==> config.mk <==
export PLATFORM = sky130hd
export DESIGN_NAME = rf_wb_arbiter
export DESIGN_NICKNAME = d
export VERILOG_FILES = /design/src/rtl/rf_pkg.sv /design/src/rtl/rr_arbiter.sv /design/src/rtl/rf_wb_arbiter.sv
export SDC_FILE = /design/constraint.sdc
export NUM_CORES = 1
export LEC_CHECK = 0
export ABC_AREA = 1
export ABC_CLOCK_PERIOD_IN_PS = 2450
export BUFFER_PORTS_ARGS = -buffer_cell sky130_fd_sc_hd__buf_2
export CAP_MARGIN = 25
export CELL_PAD_IN_SITES_DETAIL_PLACEMENT = 0
export CELL_PAD_IN_SITES_GLOBAL_PLACEMENT = 1
export CORE_MARGIN = 2
export CORE_UTILIZATION = 29
export CTS_BUF_LIST = sky130_fd_sc_hd__clkbuf_8
export CTS_CLUSTER_SIZE = 30
export DETAILED_ROUTE_END_ITERATION = 7
export MAX_ROUTING_LAYER = met4
export PLACE_DENSITY_LB_ADDON = 0.3
export RECOVER_POWER = 25
export SLEW_MARGIN = 20
export SYNTH_ARGS = -nofsm -noshare
export SYNTH_HDL_FRONTEND = slang
export SYNTH_SLANG_ARGS = --single-unit
==> constraint.sdc <==
create_clock -name clk -period 2.45 [get_ports clk]
set_input_delay 0.49 -clock clk [delete_from_list [all_inputs] [get_ports clk]]
set_output_delay 0.49 -clock clk [all_outputs]
set_load 0.01 [all_outputs]
==> src/rtl/rf_pkg.sv <==
// Shared register-file writeback types and sizes.
package rf_pkg;
  localparam int unsigned XLEN = 32;
  localparam int unsigned NREG = 32;
  localparam int unsigned NREQ = 3;

  typedef logic [4:0] reg_idx_t;
endpackage

==> src/rtl/rr_arbiter.sv <==
// Round-robin grant over N requesters; the pointer advances past each winner.
module rr_arbiter #(
  parameter int unsigned N = 3,
  localparam int unsigned IdxW = (N > 1) ? $clog2(N) : 1
) (
  input  logic            clk,
  input  logic            rst_n,
  input  logic [N-1:0]    req,
  output logic [N-1:0]    grant,
  output logic [IdxW-1:0] grant_idx,
  output logic            grant_any
);

  logic [IdxW-1:0] ptr_q, ptr_d;
  int unsigned     cand;

  // Scan from the pointer and wrap; grants are suppressed while in reset.
  always_comb begin
    grant     = '0;
    grant_idx = '0;
    grant_any = 1'b0;
    cand      = 0;
    for (int unsigned k = 0; k < N; k++) begin
      cand = (32'(ptr_q) + k) % N;
      if (!grant_any && rst_n && req[IdxW'(cand)]) begin
        grant[IdxW'(cand)] = 1'b1;
        grant_idx          = IdxW'(cand);
        grant_any          = 1'b1;
      end
    end
  end

  always_comb begin
    ptr_d = ptr_q;
    if (grant_any) begin
      ptr_d = IdxW'((32'(grant_idx) + 32'd1) % N);
    end
  end

  always_ff @(posedge clk or negedge rst_n) begin
    if (!rst_n) begin
      ptr_q <= '0;
    end else begin
      ptr_q <= ptr_d;
    end
  end

endmodule

==> src/rtl/rf_wb_arbiter.sv <==
// Register-file writeback arbiter: round-robin port sharing, one registered
// write per cycle, and a pending-write scoreboard for the issue stage.
module rf_wb_arbiter #(
  parameter int unsigned NREQ = rf_pkg::NREQ,
  parameter int unsigned XLEN = rf_pkg::XLEN
) (
  input  logic                 clk,
  input  logic                 rst_n,
  input  logic [NREQ-1:0]      req_valid,
  input  logic [NREQ*5-1:0]    req_rd,
  input  logic [NREQ*XLEN-1:0] req_data,
  output logic [NREQ-1:0]      req_ready,
  output logic                 rf_we,
  output logic [4:0]           rf_rd,
  output logic [XLEN-1:0]      rf_wdata,
  input  logic                 rsv_valid,
  input  logic [4:0]           rsv_rd,
  output logic [31:0]          busy
);
  import rf_pkg::*;

  localparam int unsigned IdxW = (NREQ > 1) ? $clog2(NREQ) : 1;

  logic [NREQ-1:0] grant;
  logic [IdxW-1:0] grant_idx;
  logic            grant_any;
  reg_idx_t        sel_rd;
  logic [XLEN-1:0] sel_data;
  logic            wr_fire;

  logic            rf_we_q;
  reg_idx_t        rf_rd_q;
  logic [XLEN-1:0] rf_wdata_q;
  logic [NREG-1:0] busy_q, busy_d;

  rr_arbiter #(
    .N(NREQ)
  ) u_rr (
    .clk      (clk),
    .rst_n    (rst_n),
    .req      (req_valid),
    .grant    (grant),
    .grant_idx(grant_idx),
    .grant_any(grant_any)
  );

  assign req_ready = grant;

  always_comb begin
    sel_rd   = req_rd[32'(grant_idx)*5 +: 5];
    sel_data = req_data[32'(grant_idx)*XLEN +: XLEN];
  end

  // Writes to x0 are consumed but never reach the port, so outputs keep their last values.
  assign wr_fire = grant_any && (sel_rd != '0);

  // A same-cycle reservation must win over the clear from the retiring write.
  always_comb begin
    busy_d = busy_q;
    if (rf_we_q) begin
      busy_d[rf_rd_q] = 1'b0;
    end
    if (rsv_valid && (rsv_rd != '0)) begin
      busy_d[rsv_rd] = 1'b1;
    end
    busy_d[0] = 1'b0;
  end

  always_ff @(posedge clk or negedge rst_n) begin
    if (!rst_n) begin
      rf_we_q    <= 1'b0;
      rf_rd_q    <= '0;
      rf_wdata_q <= '0;
      busy_q     <= '0;
    end else begin
      rf_we_q <= wr_fire;
      if (wr_fire) begin
        rf_rd_q    <= sel_rd;
        rf_wdata_q <= sel_data;
      end
      busy_q <= busy_d;
    end
  end

  assign rf_we    = rf_we_q;
  assign rf_rd    = rf_rd_q;
  assign rf_wdata = rf_wdata_q;
  assign busy     = busy_q;

endmodule

==> results of run 1 <==
==> layout make-up <==
cell class / count / area (sq um)
multi-input combinational: 401 / 2120
sequential: 71 / 1780
fill: 1381 / 7280
tap: 176 / 220
antenna: 1 / 2.50
inverter: 31 / 119
timing repair buffer: 233 / 1420
clock buffer: 11 / 151
clock inverter: 5 / 104
==> cells by family (layout without fill, tap and decap cells) <==
logic type,Yosys count,count (layout),synth area share [%]
compound gates,68,68,9.13
fa+ha+maj,4,4,1.29
buf+inv,52,280,5.79
flops,71,71,45.6
other cells,1,2,0.0963
simple gates,328,328,38.1
==> layout by cell type (no fill, tap or decap), drive strengths merged <==
cell	n
nand4	3
conb	1
ha	4
dfrtp	71
diode	1
nand3	106
o221ai	2
or2	2
nand2	201
inv	30
bufinv	3
dlygate4sd3	1
nor3	2
a21oi	1
o21ai	65
buf	228
nor2	14
clkinv	3
clkbuf	15
==> through the flow <==
step | power [W] | util, % | worst slack, ps | TNS [ps]
after detailed placement | 0.00697 | 39.7 | -65.0 | -1570
after floorplan | 0.00504 | - | 17.5 | 0
final | 0.00902 | 44.8 | -83.0 | -472
after global placement | 0.00686 | 39.7 | 21.3 | 0
after global routing | 0.00979 | 44.8 | -200 | -7160
after CTS | 0.00835 | 42.5 | -68.5 | -262
==> power by group <==
| part | leakage, nW | switching, W | internal [W] | total [W] |
|---|---|---|---|---|
| clock | 0.130 | 0.000468 | 0.000733 | 0.00120 |
| sequential | 0.815 | 0.000359 | 0.00175 | 0.00211 |
| combinational | 2.09 | 0.00325 | 0.00246 | 0.00571 |
| total | 3.03 | 0.00407 | 0.00494 | 0.00902 |
==> flip-flops by register name (all words and copies together), names as in the netlist <==
name / count
busy: 31
rf_rd: 5
rf_wdata: 32
rf_we: 1
u_rr.ptr_q: 2
==> worst max-delay path by stage <==
| stage | start | endpoint | slack (ps) |
|---|---|---|---|
| 6_report | u_rr.ptr_q[0] | req_ready[0] | -80 |
| 3_3_place_gp | u_rr.ptr_q[0] | rf_rd[3] | 20 |
| 5_1_grt | u_rr.ptr_q[0] | req_ready[0] | -200 |
| 2_1_floorplan | u_rr.ptr_q[0] | rf_rd[4] | 20 |
| 4_1_cts | u_rr.ptr_q[0] | req_ready[1] | -70 |
| 3_5_place_dp | u_rr.ptr_q[0] | rf_rd[4] | -70 |
==> routing by layer <==
| metal | up-vias | GRT usage [%] |
|---|---|---|
| met2 | 143 | 31.8 |
| met5 | - | - |
| met4 | 0 | 6.18 |
| li1 | 2172 | - |
| met3 | 18 | 4.42 |
| met1 | 2045 | 23.2 |
==> repair_timing <==
action | CTS | global route
resized for setup | 18 | 31
hold buffers | 1 | 0
buffers inserted | 4 | 6
pin swaps | 6 | 16
hold endpoints to repair | 2 | 0
gates cloned | 0 | 4
setup endpoints to repair | 41 | 42
==> impl_metrics.prom, run 1 <==
# TYPE chip_impl_metric gauge
chip_impl_metric{name="final_nets",unit=""} 873
chip_impl_metric{name="wl_met2",unit="um"} 6630
chip_impl_metric{name="postSynthNetCount",unit=""} 650
chip_impl_metric{name="grt_antenna_before_repair",unit=""} 1
chip_impl_metric{name="finalSetupViolCount",unit=""} 21
chip_impl_metric{name="drt-pass1-iter-count",unit=""} 6
chip_impl_info{name="dominantRegCellSynth",value="sky130_fd_sc_hd__dfrtp_1"} 1
chip_impl_metric{name="initial_standard_cell_utilization_of_the_core",unit="%"} 29.5
chip_impl_metric{name="maxCapViolations",unit=""} 0
chip_impl_metric{name="slew-limit-headroom",unit="%"} 13.4
chip_impl_metric{name="post_synth_edffs",unit=""} 0
chip_impl_metric{name="rows",unit=""} 42
chip_impl_info{name="chain_of_cells_forming_the_critical_path",value="inv_2, ha_4, nand2_1, nand3_4, nand2_4, buf_12, nand4_4, buf_6, inv_2, nand2_1, o221ai_1, buf_2"} 1
chip_impl_info{name="critical_path.top_delay_family",value="buffers and inverters"} 1
chip_impl_metric{name="totalWireLength",unit="um"} 13500
chip_impl_info{name="maxUsedRoutingLayer",value="met4"} 1
chip_impl_info{name="setup.worst_path.end_class",value="output port"} 1
chip_impl_metric{name="yosys_warnings",unit=""} 0
chip_impl_info{name="synth.area.top_cells",value="sky130_fd_sc_hd__dfrtp_1 46%, sky130_fd_sc_hd__nand2_1 19%, sky130_fd_sc_hd__nand3_1 13%"} 1
chip_impl_metric{name="io-pin-count",unit=""} 195
chip_impl_metric{name="ant_nets",unit=""} 0
chip_impl_metric{name="cpPeakStageDelay",unit="ps"} 420
chip_impl_metric{name="timing.reg2reg.setup_slack",unit="ps"} -30
chip_impl_metric{name="remaining_drc_errors",unit=""} 0
chip_impl_metric{name="first_global_vias",unit=""} 4207
chip_impl_info{name="cts_tree",value="done"} 1
chip_impl_metric{name="min_period",unit="ps"} 2530
chip_impl_metric{name="timing.clock.skew",unit="ps"} 8.06
chip_impl_metric{name="cellPowerDensity",unit="nW/um^2"} 1530
chip_impl_metric{name="post_synth_inst_count",unit=""} 524
chip_impl_metric{name="cts-buffers-inserted",unit=""} 9
chip_impl_metric{name="synth_top_area_share",unit="%"} 45.6
chip_impl_metric{name="clkLatencyLatePin",unit="ps"} 340
chip_impl_info{name="rr_endpoint",value="rf_rd[3]"} 1
chip_impl_metric{name="numPortBuffers",unit=""} 193
chip_impl_metric{name="fin_area",unit="sq um"} 5910
chip_impl_info{name="critical_path.reg2reg.startpoint",value="u_rr.ptr_q[0]"} 1
chip_impl_metric{name="design.die.area",unit="sq um"} 14400
chip_impl_info{name="violated_checks",value="setup timing"} 1
chip_impl_metric{name="drt_iter0_markers",unit=""} 176
chip_impl_metric{name="path_max_fanout",unit=""} 4
chip_impl_metric{name="peakVddDrop",unit="mV"} 0.657
chip_impl_metric{name="yosysSeqAreaShare",unit="%"} 45.6
chip_impl_info{name="critPathKind",value="reg -> out"} 1
chip_impl_metric{name="postSynth.asyncResetShare",unit="%"} 100
chip_impl_metric{name="grt_start_max_net_pins",unit=""} 54
chip_impl_info{name="grt_setup_unrepaired",value="true"} 1
chip_impl_metric{name="vias_per_cell",unit=""} 4.71
chip_impl_metric{name="clock_sink_count",unit=""} 71
chip_impl_info{name="run_status",value="complete, but fails checks"} 1
chip_impl_metric{name="area_delta_synth_final",unit="%"} 51.8
chip_impl_metric{name="route.detailed.wl_per_inst",unit="um"} 14.6
chip_impl_info{name="netlist_top_cells_count",value="193 x sky130_fd_sc_hd__nand2_1, 100 x sky130_fd_sc_hd__nand3_1, 71 x sky130_fd_sc_hd__dfrtp_1"} 1
chip_impl_metric{name="post-route-period-util",unit="%"} 103
chip_impl_metric{name="placed_area",unit="sq um"} 5240
chip_impl_metric{name="wire_length_of_the_first_global_routing_pass",unit="um"} 20900
chip_impl_metric{name="numPlacedInstances",unit=""} 897
chip_impl_metric{name="cp_arrival",unit="ps"} 2040
chip_impl_metric{name="tightestPinTransition",unit="ps"} 1300
chip_impl_metric{name="cts_max_level",unit=""} 3
chip_impl_metric{name="power_leakage",unit="nW"} 3.03
chip_impl_info{name="timing.critical_path.slowest_stage_cell",value="sky130_fd_sc_hd__dfrtp_1"} 1
chip_impl_metric{name="grt_overall_usage",unit="%"} 19.2
chip_impl_metric{name="core_area",unit="sq um"} 13200
chip_impl_metric{name="post_synth.cell_area_avg",unit="sq um"} 7.43
chip_impl_metric{name="synth_register_bits",unit=""} 71
chip_impl_info{name="timing.critical_path.from_type",value="register"} 1
chip_impl_metric{name="fin_hold_ws",unit="ps"} 169
chip_impl_info{name="post-synth-top-count-cell",value="sky130_fd_sc_hd__nand2_1"} 1
chip_impl_metric{name="fmax",unit="MHz"} 395
chip_impl_metric{name="met3_length",unit="um"} 882
chip_impl_metric{name="maxSlewViolCount",unit=""} 0
chip_impl_metric{name="overflow",unit=""} 0
chip_impl_metric{name="route.vias.total",unit=""} 4378
chip_impl_info{name="root_buffer",value="sky130_fd_sc_hd__clkbuf_8"} 1
chip_impl_metric{name="clock_tree.buffer_depth",unit=""} 2
chip_impl_metric{name="die_w",unit="um"} 120
chip_impl_info{name="hold_class",value="in -> async"} 1
chip_impl_metric{name="timing.critical_path.depth",unit=""} 12
chip_impl_metric{name="r2r.worst_path.cells",unit=""} 16
chip_impl_metric{name="met1_routed_length",unit="um"} 5810
chip_impl_metric{name="drive_above_1_share",unit="%"} 40.2
chip_impl_metric{name="synthesis.area",unit="sq um"} 3890
chip_impl_metric{name="final_hold_viol_count",unit=""} 0
chip_impl_metric{name="netlist-cell-type-count",unit=""} 31
chip_impl_metric{name="timing.critical_path.buf_inv",unit=""} 5
chip_impl_metric{name="final.setup.worst_slack",unit="ps"} -83.0
chip_impl_info{name="post-synth-top-area-cell",value="sky130_fd_sc_hd__dfrtp_1"} 1
chip_impl_metric{name="die_h",unit="um"} 120
chip_impl_metric{name="dpl.hpwl",unit="um"} 10300
chip_impl_metric{name="gp_routability_congestion",unit=""} 0.893
chip_impl_metric{name="final_non_filler_cells",unit=""} 929
chip_impl_metric{name="clk_pin_slew",unit="ps"} 80
chip_impl_metric{name="required_time_of_the_critical_path",unit="ps"} 1960
(Power assumes the default switching activity.)
==> run 2, diff against run 1 <==
--- a/config.mk
+++ b/config.mk
@@ -19,6 +19,7 @@
 export MAX_ROUTING_LAYER = met4
 export PLACE_DENSITY_LB_ADDON = 0.3
 export RECOVER_POWER = 25
+export SETUP_SLACK_MARGIN = 0.1
 export SLEW_MARGIN = 20
 export SYNTH_ARGS = -nofsm -noshare
 export SYNTH_HDL_FRONTEND = slang
==> constraint.sdc (replaced) <==
create_clock -name clk -period 2.45 [get_ports clk]
set_input_delay 0.6125 -clock clk [delete_from_list [all_inputs] [get_ports clk]]
set_output_delay 0.6125 -clock clk [all_outputs]
set_load 0.01 [all_outputs]
==> run 2 against run 1 <==
The run still ends with setup timing left; flip-flop and latch count stayed put; critical endpoint is now rf_wdata[16]; die area stayed put; maximum frequency is 5.4% lower; hold slack better by 5.3 ps; sequential share of layout area is 2.4 points lower; utilization is 3.9 points higher; clock power is 31% lower; combinational power is 30% higher.
==> impl_metrics.prom, run 2 (synthesis results as in run 1) <==
# TYPE chip_impl_metric gauge
chip_impl_info{name="run_status",value="complete, but fails checks"} 1
chip_impl_info{name="violated_checks",value="setup timing"} 1
chip_impl_metric{name="clkLatencyLatePin",unit="ps"} 350
chip_impl_metric{name="timing.critical_path.buf_inv",unit=""} 6
chip_impl_metric{name="gp_routability_congestion",unit=""} 0.855
chip_impl_metric{name="maxSlewViolCount",unit=""} 0
chip_impl_metric{name="clock_sink_count",unit=""} 71
chip_impl_metric{name="power_leakage",unit="nW"} 3.25
chip_impl_metric{name="cpPeakStageDelay",unit="ps"} 450
chip_impl_metric{name="die_w",unit="um"} 120
chip_impl_info{name="setup.worst_path.end_class",value="register"} 1
chip_impl_metric{name="peakVddDrop",unit="mV"} 0.624
chip_impl_metric{name="fmax",unit="MHz"} 374
chip_impl_info{name="critPathKind",value="reg -> reg"} 1
chip_impl_metric{name="path_max_fanout",unit=""} 8
chip_impl_metric{name="drive_above_1_share",unit="%"} 46.0
chip_impl_metric{name="area_delta_synth_final",unit="%"} 64.9
chip_impl_metric{name="final.setup.worst_slack",unit="ps"} -226
chip_impl_metric{name="maxCapViolations",unit=""} 0
chip_impl_metric{name="power",unit="W"} 0.0104
chip_impl_metric{name="finalSetupViolCount",unit=""} 41
chip_impl_metric{name="final_non_filler_cells",unit=""} 945
chip_impl_info{name="critical_path.top_delay_family",value="buffers and inverters"} 1
chip_impl_metric{name="rows",unit=""} 42
chip_impl_metric{name="power_switching_share",unit="%"} 45.8
chip_impl_metric{name="fin_area",unit="sq um"} 6420
chip_impl_metric{name="grt_start_max_net_pins",unit=""} 51
chip_impl_metric{name="drt_iter0_markers",unit=""} 253
chip_impl_metric{name="cts_max_level",unit=""} 3
chip_impl_metric{name="cellInternalPower",unit="W"} 0.00564
chip_impl_metric{name="dpl.hpwl",unit="um"} 10200
chip_impl_metric{name="design.die.area",unit="sq um"} 14400
chip_impl_info{name="mostFrequentLayoutCell",value="sky130_fd_sc_hd__buf_2"} 1
chip_impl_info{name="chain_of_cells_forming_the_critical_path",value="buf_6, ha_4, buf_6, a21oi_4, nand3_4, o21ai_4, buf_6, nor2_4, buf_12, nand3_2, nand3_4, nor2_4, nand3_4, buf_12, clkbuf_16, nand3_1, nand2_1"} 1
chip_impl_info{name="root_buffer",value="sky130_fd_sc_hd__clkbuf_8"} 1
chip_impl_metric{name="final_hold_viol_count",unit=""} 0
chip_impl_metric{name="grt_overall_usage",unit="%"} 21.5
chip_impl_info{name="timing.critical_path.from_type",value="register"} 1
chip_impl_metric{name="die_h",unit="um"} 120
chip_impl_metric{name="slew-limit-headroom",unit="%"} 57.7
chip_impl_metric{name="route.vias.total",unit=""} 4581
chip_impl_metric{name="first_global_vias",unit=""} 4576
chip_impl_metric{name="netsw",unit="W"} 0.00477
chip_impl_metric{name="route.detailed.wl_per_inst",unit="um"} 16.1
chip_impl_metric{name="tightestPinTransition",unit="ps"} 635
chip_impl_metric{name="wire_length_of_the_first_global_routing_pass",unit="um"} 23300
chip_impl_info{name="final_cell_mix",value="192 x sky130_fd_sc_hd__buf_2, 171 x sky130_fd_sc_hd__nand2_1, 80 x sky130_fd_sc_hd__nand3_1, 69 x sky130_fd_sc_hd__dfrtp_1, 62 x sky130_fd_sc_hd__o21ai_0"} 1
chip_impl_metric{name="clock_tree.buffer_depth",unit=""} 2
chip_impl_metric{name="max_ffs_per_register",unit=""} 32
chip_impl_info{name="grt_setup_unrepaired",value="true"} 1
chip_impl_metric{name="ant_nets",unit=""} 0
chip_impl_metric{name="initial_standard_cell_utilization_of_the_core",unit="%"} 29.5
chip_impl_metric{name="min_period",unit="ps"} 2680
chip_impl_metric{name="number_of_diodes_added_for_antenna_fixing",unit=""} 0
chip_impl_metric{name="final_nets",unit=""} 891
chip_impl_metric{name="cts-buffers-inserted",unit=""} 9
chip_impl_metric{name="vias_per_cell",unit=""} 4.85
chip_impl_metric{name="io-pin-count",unit=""} 195
chip_impl_metric{name="power_frac_comb",unit="%"} 71.6
chip_impl_metric{name="required_time_of_the_critical_path",unit="ps"} 2680
chip_impl_metric{name="numPlacedInstances",unit=""} 892
chip_impl_metric{name="totalWireLength",unit="um"} 15200
chip_impl_metric{name="seqPwrFrac",unit="%"} 20.5
chip_impl_metric{name="placement.setup.worst_slack",unit="ps"} -56.4
chip_impl_metric{name="clock_power_share",unit="%"} 7.9
chip_impl_info{name="hold_class",value="in -> async"} 1
chip_impl_metric{name="cp_arrival",unit="ps"} 2910
chip_impl_metric{name="timing.clock.skew",unit="ps"} 11.9
chip_impl_metric{name="core_area",unit="sq um"} 13200
chip_impl_metric{name="cellPowerDensity",unit="nW/um^2"} 1620
chip_impl_metric{name="overflow",unit=""} 0
chip_impl_info{name="cts_tree",value="done"} 1
chip_impl_metric{name="post-route-period-util",unit="%"} 109
chip_impl_metric{name="drt-pass1-iter-count",unit=""} 4
chip_impl_metric{name="finish.utilization",unit="%"} 48.7
chip_impl_metric{name="grt_antenna_before_repair",unit=""} 0
chip_impl_metric{name="placed_area",unit="sq um"} 5210
chip_impl_metric{name="clk_pin_slew",unit="ps"} 80
chip_impl_metric{name="numPortBuffers",unit=""} 193
chip_impl_metric{name="remaining_drc_errors",unit=""} 0
chip_impl_info{name="timing.critical_path.slowest_stage_cell",value="sky130_fd_sc_hd__dfrtp_2"} 1
run 2: repair_timing:
| item | CTS | global route |
|---|---|---|
| pin swaps | 15 | 9 |
| setup endpoints to repair | 41 | 42 |
| setup buffers | 22 | 9 |
| gates cloned | 8 | 2 |
| endpoints found under the hold margin | 0 | 0 |
| gates resized for setup | 78 | 42 |
| hold buffers | 0 | 0 |
run 2: per-layer routing:
layer | track usage, % | vias up | wire length, um
met2 | 35.1 | 179 | 7570
met4 | 7.57 | 0 | 256
met5 | - | - | 0
li1 | - | 2208 | -
met1 | 26.1 | 2174 | 6330
met3 | 5.23 | 20 | 1090
run 2: worst reg2reg max path, stage by stage (launching register included):
cell and delay [ps]:
sky130_fd_sc_hd__dfrtp_2 450, sky130_fd_sc_hd__buf_6 130, sky130_fd_sc_hd__ha_4 170, sky130_fd_sc_hd__buf_6 130, sky130_fd_sc_hd__a21oi_4 200, sky130_fd_sc_hd__nand3_4 110
sky130_fd_sc_hd__o21ai_4 150, sky130_fd_sc_hd__buf_6 120, sky130_fd_sc_hd__nor2_4 40, sky130_fd_sc_hd__buf_12 150, sky130_fd_sc_hd__nand3_2 80, sky130_fd_sc_hd__nand3_4 90
sky130_fd_sc_hd__nor2_4 130, sky130_fd_sc_hd__nand3_4 150, sky130_fd_sc_hd__buf_12 180, sky130_fd_sc_hd__clkbuf_16 160, sky130_fd_sc_hd__nand3_1 70, sky130_fd_sc_hd__nand2_1 60
run 2: worst paths after layout:
kind	start	end	slack, ps	cells after the start
worst min-delay path	rst_n	u_rr.ptr_q[0]	170	2
min in group clk	rf_wdata[31]	rf_wdata[31]	470	2
worst max-delay path	u_rr.ptr_q[0]	rf_wdata[16]	-230	17
worst max register to register	u_rr.ptr_q[0]	rf_wdata[16]	-230	17
max in group asynchronous	rst_n	busy[9]	1630	2
worst min register to register	rf_wdata[31]	rf_wdata[31]	470	2
run 2: layout make-up:
| cell class | instances | area (sq um) |
|---|---|---|
| clock buffer | 10 | 138 |
| clock inverter | 5 | 26.3 |
| fill | 1292 | 6770 |
| inverter | 31 | 136 |
| multi-input combinational | 401 | 2320 |
| sequential | 71 | 1780 |
| tap | 176 | 220 |
| timing repair buffer | 251 | 1800 |
run 2: power groups by stage:
stage               logic, W  clock network [W]  registers [W]
floorplan            0.00275                  0        0.00231
global placement     0.00471                  0        0.00211
detailed placement   0.00481                  0        0.00212
CTS                  0.00680           0.000849        0.00212
global route         0.00808           0.000896        0.00220
finish               0.00745           0.000822        0.00213
run 2: through the flow:
| stage | hold slack, ps | setup TNS, ps |
|---|---|---|
| 5_1_grt | 171 | -13310 |
| 6_report | 174 | -7660 |
| 4_1_cts | 156 | -4270 |
| 2_1_floorplan | 317 | 0 |
| 3_5_place_dp | 454 | -628 |
| 3_3_place_gp | 450 | 0 |
==> run 3, diff against run 2 <==
--- a/config.mk
+++ b/config.mk
@@ -6,13 +6,10 @@
 export NUM_CORES = 1
 export LEC_CHECK = 0
 export ABC_AREA = 1
-export ABC_CLOCK_PERIOD_IN_PS = 2450
 export BUFFER_PORTS_ARGS = -buffer_cell sky130_fd_sc_hd__buf_2
 export CAP_MARGIN = 25
-export CELL_PAD_IN_SITES_DETAIL_PLACEMENT = 0
-export CELL_PAD_IN_SITES_GLOBAL_PLACEMENT = 1
 export CORE_MARGIN = 2
-export CORE_UTILIZATION = 29
+export CORE_UTILIZATION = 43
 export CTS_BUF_LIST = sky130_fd_sc_hd__clkbuf_8
 export CTS_CLUSTER_SIZE = 30
 export DETAILED_ROUTE_END_ITERATION = 7
==> run 3 against run 2 <==
The run still ends with setup timing left; critical path depth up 3; setup slack lost 89 ps; hold slack improved by 110 ps; flip-flop and latch count unchanged; non-clock buffer count up 5; clock-buffer cell count unchanged; power is 3.6% lower; sequential power about the same; cell area down 1.6%; via count increased by 3.6%; highest routed layer unchanged.
==> impl_metrics.prom, run 3 (synthesis results as in run 1) <==
# TYPE chip_impl_metric gauge
chip_impl_info{name="setup.worst_path.end_class",value="register"} 1
chip_impl_metric{name="slew-limit-headroom",unit="%"} 54.1
chip_impl_metric{name="core_area",unit="sq um"} 8760
chip_impl_metric{name="route.detailed.wl_per_inst",unit="um"} 16.6
chip_impl_metric{name="die_h",unit="um"} 99.1
chip_impl_metric{name="min_period",unit="ps"} 2770
chip_impl_metric{name="power_leakage",unit="nW"} 3.26
chip_impl_metric{name="route.vias.total",unit=""} 4746
chip_impl_info{name="critPathKind",value="reg -> reg"} 1
chip_impl_metric{name="io-pin-count",unit=""} 195
chip_impl_metric{name="wire_length_of_the_first_global_routing_pass",unit="um"} 22100
chip_impl_metric{name="finalSetupViolCount",unit=""} 41
chip_impl_metric{name="vias_per_cell",unit=""} 5.37
chip_impl_metric{name="area_delta_synth_final",unit="%"} 62.2
chip_impl_info{name="grt_setup_unrepaired",value="true"} 1
chip_impl_info{name="crit_path_start",value="u_rr.ptr_q[0]"} 1
chip_impl_metric{name="placed_area",unit="sq um"} 5080
chip_impl_metric{name="final.setup.worst_slack",unit="ps"} -316
chip_impl_metric{name="number_of_diodes_added_for_antenna_fixing",unit=""} 0
chip_impl_metric{name="cts_max_level",unit=""} 3
chip_impl_info{name="mostFrequentLayoutCell",value="sky130_fd_sc_hd__buf_2"} 1
chip_impl_metric{name="cellPowerDensity",unit="nW/um^2"} 1590
chip_impl_metric{name="gp_routability_congestion",unit=""} 0.871
chip_impl_info{name="root_buffer",value="sky130_fd_sc_hd__clkbuf_8"} 1
chip_impl_metric{name="die_w",unit="um"} 99.1
chip_impl_metric{name="rows",unit=""} 34
chip_impl_metric{name="design.die.area",unit="sq um"} 9830
chip_impl_metric{name="cts-buffers-inserted",unit=""} 9
chip_impl_info{name="violated_checks",value="setup timing"} 1
chip_impl_metric{name="required_time_of_the_critical_path",unit="ps"} 2740
chip_impl_metric{name="numPortBuffers",unit=""} 193
chip_impl_metric{name="final_nets",unit=""} 896
chip_impl_metric{name="maxSlewViolCount",unit=""} 0
chip_impl_metric{name="remaining_drc_errors",unit=""} 0
chip_impl_metric{name="clock_sink_count",unit=""} 71
chip_impl_info{name="critical_path.reg2reg.startpoint",value="u_rr.ptr_q[0]"} 1
chip_impl_metric{name="first_global_vias",unit=""} 4530
chip_impl_metric{name="dpl.hpwl",unit="um"} 8970
chip_impl_metric{name="max_ffs_per_register",unit=""} 32
chip_impl_metric{name="ant_nets",unit=""} 0
chip_impl_metric{name="clock_tree.buffer_depth",unit=""} 2
chip_impl_metric{name="overflow",unit=""} 0
chip_impl_info{name="timing.critical_path.from_type",value="register"} 1
chip_impl_metric{name="placement.setup.worst_slack",unit="ps"} -63.8
chip_impl_metric{name="clkLatencyLatePin",unit="ps"} 340
chip_impl_metric{name="grt_overall_usage",unit="%"} 29.0
chip_impl_metric{name="peakVddDrop",unit="mV"} 1.11
chip_impl_metric{name="layout.filler_cells",unit=""} 664
chip_impl_metric{name="fmax",unit="MHz"} 362
chip_impl_metric{name="grt_antenna_before_repair",unit=""} 0
chip_impl_metric{name="maxCapViolations",unit=""} 0
chip_impl_metric{name="tightestPinTransition",unit="ps"} 688
chip_impl_metric{name="post-route-period-util",unit="%"} 113
chip_impl_metric{name="area_of_the_multi_input_gates",unit="sq um"} 2300
chip_impl_metric{name="cts.hold.buffers_added",unit=""} 0
chip_impl_metric{name="drive_above_1_share",unit="%"} 47.7
chip_impl_metric{name="initial_standard_cell_utilization_of_the_core",unit="%"} 44.4
chip_impl_info{name="cts_tree",value="done"} 1
chip_impl_metric{name="clk_pin_slew",unit="ps"} 80
chip_impl_metric{name="drt_iter0_markers",unit=""} 231
chip_impl_metric{name="totalWireLength",unit="um"} 14700
chip_impl_metric{name="cp_arrival",unit="ps"} 3050
chip_impl_metric{name="final_hold_viol_count",unit=""} 0
chip_impl_metric{name="storage_element_area",unit="sq um"} 1780
chip_impl_metric{name="timing.clock.skew",unit="ps"} 9.62
chip_impl_metric{name="fin_area",unit="sq um"} 6310
chip_impl_metric{name="path_max_fanout",unit=""} 7
chip_impl_info{name="final_cell_mix",value="192 x sky130_fd_sc_hd__buf_2, 165 x sky130_fd_sc_hd__nand2_1, 76 x sky130_fd_sc_hd__nand3_1, 70 x sky130_fd_sc_hd__dfrtp_1, 62 x sky130_fd_sc_hd__o21ai_0"} 1
chip_impl_metric{name="grt_start_max_net_pins",unit=""} 55
chip_impl_info{name="hold_class",value="in -> async"} 1
chip_impl_info{name="run_status",value="complete, but fails checks"} 1
chip_impl_metric{name="drt-pass1-iter-count",unit=""} 4
run 3: cell types whose count changed in the layout (fill, tap and decap cells not counted), moves of 3 or more:
cell and change:
sky130_fd_sc_hd__clkinv_4 +3, sky130_fd_sc_hd__nand3_1 -4, sky130_fd_sc_hd__buf_4 +12, sky130_fd_sc_hd__nand2_2 +9
sky130_fd_sc_hd__nand3_2 +6, sky130_fd_sc_hd__buf_12 -3, sky130_fd_sc_hd__nand2_1 -6
run 3: final cells by class:
type                       count  share of cell area [%]
timing repair buffer         256                    28.0
tap                          108                    2.14
inverter                      31                    2.12
sequential                    71                    28.2
clock inverter                 6                   0.971
multi-input combinational    401                    36.4
clock buffer                  10                    2.18
run 3: layer usage:
| layer | share of wire (%) | track usage (%) | routed length (um) |
|---|---|---|---|
| met5 | 0 | - | 0 |
| met4 | 2.5 | 7.80 | 365 |
| met3 | 6.3 | 3.44 | 920 |
| met2 | 50 | 49.4 | 7300 |
| met1 | 41 | 37.0 | 6070 |
run 3: where the power goes:
part	switching (W)	internal [W]
logic	0.00385	0.00309
registers	0.000384	0.00175
clock network	0.000457	0.000495
total	0.00469	0.00534
run 3: critical path: stages, from the launching register on:
cell and delay (ps):
sky130_fd_sc_hd__dfrtp_2 430, sky130_fd_sc_hd__buf_6 130, sky130_fd_sc_hd__ha_4 180, sky130_fd_sc_hd__buf_4 150, sky130_fd_sc_hd__a21oi_4 190, sky130_fd_sc_hd__buf_4 150, sky130_fd_sc_hd__nand3_1 90, sky130_fd_sc_hd__nand2_1 70
sky130_fd_sc_hd__inv_1 50, sky130_fd_sc_hd__nand2_2 70, sky130_fd_sc_hd__nand2_4 100, sky130_fd_sc_hd__nand3_2 100, sky130_fd_sc_hd__nand3_2 120, sky130_fd_sc_hd__nor2_4 160, sky130_fd_sc_hd__nand3_4 110, sky130_fd_sc_hd__buf_12 160
sky130_fd_sc_hd__nand2_8 80, sky130_fd_sc_hd__buf_12 120, sky130_fd_sc_hd__buf_16 130, sky130_fd_sc_hd__nand2_1 50, sky130_fd_sc_hd__nand2_1 50
run 3: metrics by stage:
| step | utilization (%) | setup TNS (ps) | total power (W) | hold slack (ps) | cells |
|---|---|---|---|---|---|
| 2_1_floorplan | - | 0 | 0.00506 | 317 | 524 |
| 6_report | 72.1 | -11660 | 0.0100 | 285 | 883 |
| 4_1_cts | 69.9 | -4970 | 0.00950 | 276 | 874 |
| 3_5_place_dp | 58.0 | -1600 | 0.00672 | 453 | 821 |
| 5_1_grt | 72.1 | -15930 | 0.0107 | 293 | 883 |
| 3_3_place_gp | 58.0 | 0 | 0.00657 | 450 | 821 |
run 3: path summary, 6_finish.rpt:
path	end	slack (ps)	cells past startpoint
hold / removal	u_rr.ptr_q[1]	290	2
min in group clk	rf_wdata[2]	480	2
max in group asynchronous	rf_wdata[31]	1520	2
setup / recovery	rf_wdata[25]	-320	20
hold reg to reg	rf_wdata[2]	480	2
setup reg to reg	rf_wdata[25]	-320	20
run 3: what timing repair did:
action | CTS | global route
pin swaps | 19 | 17
gates cloned | 10 | 0
buffers inserted | 28 | 10
gates resized for setup | 88 | 32
endpoints found under the setup margin | 41 | 42
